--- src/rtl/rx_decrypt_if.sv ---
// Word stream bundle shared by the ciphertext input and the plaintext output
// of rx_decrypt.
//   tvalid : producer has a word
//   tready : consumer takes the word on a rising edge with tvalid=1
//   sof    : word is the first of a frame
//   tdata  : 32-bit payload
// master = producer side, slave = consumer side.
interface rx_decrypt_if;
    logic        tvalid;
    logic        tready;
    logic        sof;
    logic [31:0] tdata;

    modport master (output tvalid, output sof, output tdata, input tready);
    modport slave  (input tvalid, input sof, input tdata, output tready);
endinterface

--- src/rtl/rx_decrypt.sv ---
// Receive-side stream decryptor. Ciphertext words are XORed with either a
// free-running PRBS word or a ChaCha20 keystream word and presented one cycle
// later on the output stream. The block tracks frame alignment using the
// sof flag, drops words that arrive outside a frame, and flags framing errors.
//
// Ports
//   i_aclk, i_reset      : clock, synchronous active-high reset
//   i_enable             : 0 forces IDLE
//   i_encrypt_type       : 0 = PRBS keystream, 1 = ChaCha20 keystream
//   i_key_reload         : pulse, resynchronise to the next sof word
//   s_axis (slave)       : ciphertext stream in
//   m_axis (master)      : plaintext stream out
//   i_prbs_data          : current PRBS word, o_prbs_run advances it
//   i_keystream_*        : ChaCha20 keystream word, o_keystream_ready consumes it
//   o_state              : 0 IDLE, 1 WAIT_SOF, 2 RUN
//   o_sof_error          : sticky framing error
//   o_frame_count        : frames started (wrapping)
//   o_drop_count         : words dropped (saturating)
//
// state    | meaning
// IDLE     | receiver disabled, no input accepted
// WAIT_SOF | hunting for a sof word, non-sof words are dropped
// RUN      | inside a frame, every accepted word is decrypted
module rx_decrypt #(
    parameter int unsigned C_FRAME_WORDS = 256
) (
    input  logic         i_aclk,
    input  logic         i_reset,
    input  logic         i_enable,
    input  logic         i_encrypt_type,
    input  logic         i_key_reload,
    rx_decrypt_if.slave  s_axis,
    rx_decrypt_if.master m_axis,
    input  logic [31:0]  i_prbs_data,
    output logic         o_prbs_run,
    input  logic [31:0]  i_keystream_data,
    input  logic         i_keystream_valid,
    output logic         o_keystream_ready,
    output logic [1:0]   o_state,
    output logic         o_sof_error,
    output logic [15:0]  o_frame_count,
    output logic [15:0]  o_drop_count
);

    typedef enum logic [1:0] {
        ST_IDLE     = 2'd0,
        ST_WAIT_SOF = 2'd1,
        ST_RUN      = 2'd2
    } state_t;

    localparam logic [15:0] LAST_IDX = 16'(C_FRAME_WORDS - 1);

    state_t      state;
    logic [15:0] word_idx;
    logic        out_valid;
    logic        out_sof;
    logic [31:0] out_data;
    logic        sof_error;
    logic [15:0] frame_count;
    logic [15:0] drop_count;

    logic        ks_ok;
    logic        out_free;
    logic        in_ready;
    logic        fire;
    logic        idx_zero;
    logic        drop_word;
    logic        process_word;
    logic        sof_err_set;
    logic [31:0] ks_word;

    assign ks_ok    = i_encrypt_type ? i_keystream_valid : 1'b1;
    assign out_free = !out_valid || m_axis.tready;
    assign ks_word  = i_encrypt_type ? i_keystream_data : i_prbs_data;
    assign idx_zero = (word_idx == 16'd0);

    // A sof word in WAIT_SOF is only taken when it can be decrypted straight
    // away; non-sof words are always swallowed there so they can be counted.
    // Disable, reload and reset cycles take nothing.
    always_comb begin
        in_ready = 1'b0;
        case (state)
            ST_WAIT_SOF: in_ready = !s_axis.sof || (ks_ok && out_free);
            ST_RUN:      in_ready = ks_ok && out_free;
            default:     in_ready = 1'b0;
        endcase
        if (!i_enable || i_key_reload || i_reset) begin
            in_ready = 1'b0;
        end
    end

    assign s_axis.tready = in_ready;
    assign fire          = s_axis.tvalid && in_ready;

    assign drop_word    = fire && !s_axis.sof &&
                          ((state == ST_WAIT_SOF) || (state == ST_RUN && idx_zero));
    assign process_word = fire && !drop_word;
    assign sof_err_set  = fire && (state == ST_RUN) && (idx_zero != s_axis.sof);

    assign o_prbs_run        = process_word && !i_encrypt_type;
    assign o_keystream_ready = process_word && i_encrypt_type;

    always_ff @(posedge i_aclk) begin
        if (i_reset) begin
            state       <= ST_IDLE;
            word_idx    <= 16'd0;
            out_valid   <= 1'b0;
            out_sof     <= 1'b0;
            out_data    <= 32'd0;
            sof_error   <= 1'b0;
            frame_count <= 16'd0;
            drop_count  <= 16'd0;
        end else begin
            // Output register runs independently of the FSM so a pending word
            // still drains after disable or reload.
            if (process_word) begin
                out_data  <= s_axis.tdata ^ ks_word;
                out_valid <= 1'b1;
                out_sof   <= s_axis.sof;
            end else if (m_axis.tready) begin
                out_valid <= 1'b0;
            end

            // Every processed word carrying sof starts frame index 0.
            if (process_word && s_axis.sof) begin
                frame_count <= frame_count + 16'd1;
            end

            if (drop_word && (drop_count != 16'hFFFF)) begin
                drop_count <= drop_count + 16'd1;
            end

            if (i_key_reload) begin
                sof_error <= 1'b0;
            end else if (sof_err_set) begin
                sof_error <= 1'b1;
            end

            if (!i_enable) begin
                state    <= ST_IDLE;
                word_idx <= 16'd0;
            end else if (i_key_reload) begin
                state    <= ST_WAIT_SOF;
                word_idx <= 16'd0;
            end else begin
                case (state)
                    ST_IDLE: begin
                        state    <= ST_WAIT_SOF;
                        word_idx <= 16'd0;
                    end
                    ST_WAIT_SOF: begin
                        if (process_word) begin
                            state    <= ST_RUN;
                            word_idx <= 16'd1;
                        end
                    end
                    ST_RUN: begin
                        if (drop_word) begin
                            state    <= ST_WAIT_SOF;
                            word_idx <= 16'd0;
                        end else if (process_word) begin
                            if (s_axis.sof) begin
                                word_idx <= 16'd1;
                            end else if (word_idx == LAST_IDX) begin
                                word_idx <= 16'd0;
                            end else begin
                                word_idx <= word_idx + 16'd1;
                            end
                        end
                    end
                    default: begin
                        state    <= ST_IDLE;
                        word_idx <= 16'd0;
                    end
                endcase
            end
        end
    end

    assign m_axis.tvalid = out_valid;
    assign m_axis.sof    = out_sof;
    assign m_axis.tdata  = out_data;
    assign o_state       = state;
    assign o_sof_error   = sof_error;
    assign o_frame_count = frame_count;
    assign o_drop_count  = drop_count;

endmodule
--- src/flat_wrapper.sv ---
// flat-port wrapper written by rule: the top's interface ports become plain ports
module rx_decrypt_flat 
#(
    parameter int unsigned C_FRAME_WORDS = 256
)
  (i_aclk, i_reset, i_enable, i_encrypt_type, i_key_reload, i_prbs_data, o_prbs_run, i_keystream_data, i_keystream_valid, o_keystream_ready, o_state, o_sof_error, o_frame_count, o_drop_count, s_axis_tvalid, s_axis_sof, s_axis_tdata, s_axis_tready, m_axis_tvalid, m_axis_sof, m_axis_tdata, m_axis_tready);
  rx_decrypt_if s_axis_i ();
  rx_decrypt_if m_axis_i ();
  input  logic i_aclk;
  input  logic i_reset;
  input  logic i_enable;
  input  logic i_encrypt_type;
  input  logic i_key_reload;
  input  logic [31:0] i_prbs_data;
  output logic o_prbs_run;
  input  logic [31:0] i_keystream_data;
  input  logic i_keystream_valid;
  output logic o_keystream_ready;
  output logic [1:0] o_state;
  output logic o_sof_error;
  output logic [15:0] o_frame_count;
  output logic [15:0] o_drop_count;
  input wire logic [$bits(s_axis_i.tvalid)-1:0] s_axis_tvalid;
  input wire logic [$bits(s_axis_i.sof)-1:0] s_axis_sof;
  input wire logic [$bits(s_axis_i.tdata)-1:0] s_axis_tdata;
  output wire logic [$bits(s_axis_i.tready)-1:0] s_axis_tready;
  output wire logic [$bits(m_axis_i.tvalid)-1:0] m_axis_tvalid;
  output wire logic [$bits(m_axis_i.sof)-1:0] m_axis_sof;
  output wire logic [$bits(m_axis_i.tdata)-1:0] m_axis_tdata;
  input wire logic [$bits(m_axis_i.tready)-1:0] m_axis_tready;
  assign s_axis_i.tvalid = s_axis_tvalid;
  assign s_axis_i.sof = s_axis_sof;
  assign s_axis_i.tdata = s_axis_tdata;
  assign s_axis_tready = s_axis_i.tready;
  assign m_axis_tvalid = m_axis_i.tvalid;
  assign m_axis_sof = m_axis_i.sof;
  assign m_axis_tdata = m_axis_i.tdata;
  assign m_axis_i.tready = m_axis_tready;
  rx_decrypt #(.C_FRAME_WORDS(C_FRAME_WORDS)) u_core (.i_aclk(i_aclk), .i_reset(i_reset), .i_enable(i_enable), .i_encrypt_type(i_encrypt_type), .i_key_reload(i_key_reload), .s_axis(s_axis_i), .m_axis(m_axis_i), .i_prbs_data(i_prbs_data), .o_prbs_run(o_prbs_run), .i_keystream_data(i_keystream_data), .i_keystream_valid(i_keystream_valid), .o_keystream_ready(o_keystream_ready), .o_state(o_state), .o_sof_error(o_sof_error), .o_frame_count(o_frame_count), .o_drop_count(o_drop_count));
endmodule
--- config.mk ---
export PLATFORM = sky130hd
export DESIGN_NAME = rx_decrypt_flat
export DESIGN_NICKNAME = d
export VERILOG_FILES = /design/src/rtl/rx_decrypt_if.sv /design/src/rtl/rx_decrypt.sv /design/src/flat_wrapper.sv
export SDC_FILE = /design/constraint.sdc
export NUM_CORES = 1
export LEC_CHECK = 0
export CORE_UTILIZATION = 48
export DETAILED_ROUTE_END_ITERATION = 8
export MAX_ROUTING_LAYER = met4
export PLACE_DENSITY_LB_ADDON = 0.15
export RECOVER_POWER = 25
export SLEW_MARGIN = 5
export SYNTH_ARGS = -nofsm -noshare
export SYNTH_HDL_FRONTEND = slang
export SYNTH_SLANG_ARGS = --single-unit
--- constraint.sdc ---
create_clock -name i_aclk -period 4.3 [get_ports i_aclk]
set_input_delay 0.86 -clock i_aclk [delete_from_list [all_inputs] [get_ports i_aclk]]
set_output_delay 0.86 -clock i_aclk [all_outputs]
set_load 0.1 [all_outputs]
==> flow_summary.yaml <==
clock_tree:
  cts_made_buffers: 9
  clk_pin_slew_worst_paths_ns: 0.07
  clkSinkCount: 85
  post-cts-setup-buffers: 0
  cts-htree-levels: 3
  clockBufferDepth: 2
  root_buffer: "clkbuf_8"
  cts_hold_buffers: 0
  ctsResizeCount: 0
  clock_latency_ns: 0.35
  cts_tree: "yes"
die:
  io_pins: 177
  die-area_um2: 9950
  initial_core_util: 0.496
  core.rowCount: 35
  die_w_um: 99.7
  die_y_um: 99.7
  coreArea_um2: 9240
layout:
  layout_common_cells: "clkdlybuf4s50_1 (152), nand2_1 (90), dfxtp_1 (85)"
  fin_nets: 828
  n_antenna_cell: 0
  area_delta_synth_final_pct: 44.0
  drive_above_1_share: 0.0587
  final_common_cell: "clkdlybuf4s50_1"
  fill_cells: 736
timing:
  finClkSkew_ns: 0.0100
  rsz0062_at_grt: "false"
  tns_ns: 0
  setup_viol: 0
  max_freq_ghz: 0.258
  timing.slew.headroom: 0.0340
  slew_viol_final: 0
  hold_viol_final: 0
  period_needed_ns: 3.87
  finalCritPeriodShare: 0.900
  tightest_slew_ns: 1.43
worst_setup_path:
  path_buf_inv: 2
  reg2reg_from: "u_core.o_state[0]"
  cp_data_arrival_time_ns: 3.01
  ff2ff_setup_slack_ns: 0.68
  crit_start: "i_key_reload"
  critPathKind: "in2out"
  critPathRequiredTime_ns: 3.44
  startpoint_type: "input port"
  cp_max_fo: 6
  crit_family: "simple AND/OR/NAND/NOR gates"
  cp_slowest_cell: "dlygate4sd3_1"
  slowest_delay_ns: 0.59
  critPathCaptureType: "output port"
  path_cells: "dlygate4sd3_1 > or3b_4 > nor3_1 > nand2_1 > nor3_2 > buf_12"
logic_synthesis:
  netlist_area_um2: 4590
  syn_area_per_cell_um2: 8.40
  ys_seq_elements: 85
  synth_edf_count: 0
  synthesis.nets: 660
  synth-main-ff-cell: "dfxtp_1"
  synth_top_area_cell: "dfxtp_1"
  synthArstFlopShare: 0
  ys_types: 54
  synthCells: 546
  synth_top_area_share: 0.371
  ys_seq_area_frac: 0.371
  ys_warn_count: 0
  synthTopCellsByArea: "dfxtp_1 (37%), xnor2_1 (12%), mux2i_1 (7.9%), nand2_1 (7.4%), a21oi_1 (5.0%)"
hold_path:
  holdCritStartpoint: "u_core.m_axis.tdata[13]"
  hp-class: "reg2reg"
routing:
  drt_wl_total_um: 12400
  dr.pass1.iters: 5
  vias: 4459
  drtIter0Drc: 174
  ant_nets: 0
  drcViolationCount: 0
  wire_per_inst_um: 14.6
  routed_via_density: 5.28
global_routing:
  grt_pass1_vias: 4190
  grt_overflow: 0
  track_usage: 0.256
  grt_pass1_wl_um: 19500
  grt_start_max_net_pins: 68
  antenna_found_initial: 0
placement:
  io_buffers: 176
  place.gp.congestion: 0.895
  hpwl_um: 9360
flow_run:
  maxCapViolCount: 0
status:
  status: "complete, no violations"
pwr:
  peakVddDrop_uv: 167
  powerDensity_nw_per_um2: 236
  leakagePower_nw: 2.28
  total_power_mw: 1.56
-- stage by stage --
step	setup WS (ns)	cells	instance area, um2	utilization	hold WS [ns]
finish	0.428	845	6600	0.715	0.451
detailed placement	0.536	832	6450	0.698	0.445
CTS	0.533	845	6640	0.719	0.455
global placement	0.633	832	6450	0.698	0.437
floorplan	0.202	546	4600	-	0.481
global route	0.266	845	6600	0.715	0.469
-- power by group --
part	leakage (nW)	switching, mW	total (mW)	internal [mW]
registers	0.685	0.00144	0.789	0.788
logic	1.50	0.0844	0.214	0.130
clock network	0.0971	0.268	0.558	0.290
-- cell usage after synthesis, drive strengths merged (13+ instances only) --
library cell,number
nand3,16
nand2,90
nor4,13
mux2i,36
buf,14
clkbuf,13
dfxtp,85
nor2,50
a21oi,46
xnor2,62
inv,13
nand4,13
nor3,15
-- routing by layer --
layer	part of all wire	vias up	global-route usage
met2	0.51	150	0.428
met3	0.062	18	0.0555
met5	0	-	-
li1	-	2201	-
met4	0.016	0	0.0973
met1	0.41	2090	0.300
-- layout make-up --
type / instances / area (um2) / share of cell area
multi-input combinational: 420 / 2670 / 0.405
timing repair buffer: 185 / 1830 / 0.278
sequential: 85 / 1700 / 0.258
tap: 129 / 161 / 0.0244
clock buffer: 11 / 151 / 0.0229
inverter: 13 / 48.8 / 0.00739
clock inverter: 2 / 35.0 / 0.00531
-- path summary, 6_finish.rpt --
| path | endpoint | cells past startpoint |
|---|---|---|
| max reg2reg | u_core.m_axis.tdata[11] | 9 |
| min | u_core.m_axis.tdata[13] | 2 |
| max | o_prbs_run | 6 |
| min reg2reg | u_core.m_axis.tdata[13] | 2 |
-- kinds of logic (layout without fill, tap and decap cells) --
logic type	after synthesis	in the layout	share of synthesized area
AO/OA/AOI/OAI	77	77	0.100
XOR/XNOR	67	67	0.128
adder cells (fa/ha/maj)	9	9	0.0246
buffers and inverters	41	211	0.0420
flip-flops	85	85	0.371
multiplexers	36	36	0.0786
AND/OR/NAND/NOR	231	231	0.255
-- state kept, by name, indices dropped and copies added (netlist names) --
signal	count
u_core.o_state	2
u_core.m_axis.tvalid	1
u_core.o_drop_count	16
u_core.o_sof_error	1
u_core.m_axis.tdata	32
u_core.m_axis.sof	1
u_core.word_idx	16
u_core.o_frame_count	16
-- worst reg2reg max path: stages (launching register included) --
cell and delay [ns]:
dfxtp_1 0.36, inv_1 0.11, ha_1 0.27, or4b_1 0.47, nor4_1 0.34, nor2_1 0.20
o21ai_0 1.13, buf_4 0.43, nand2_1 0.09, a21oi_1 0.15
No activity file was read; power rests on OpenSTA's default activity.
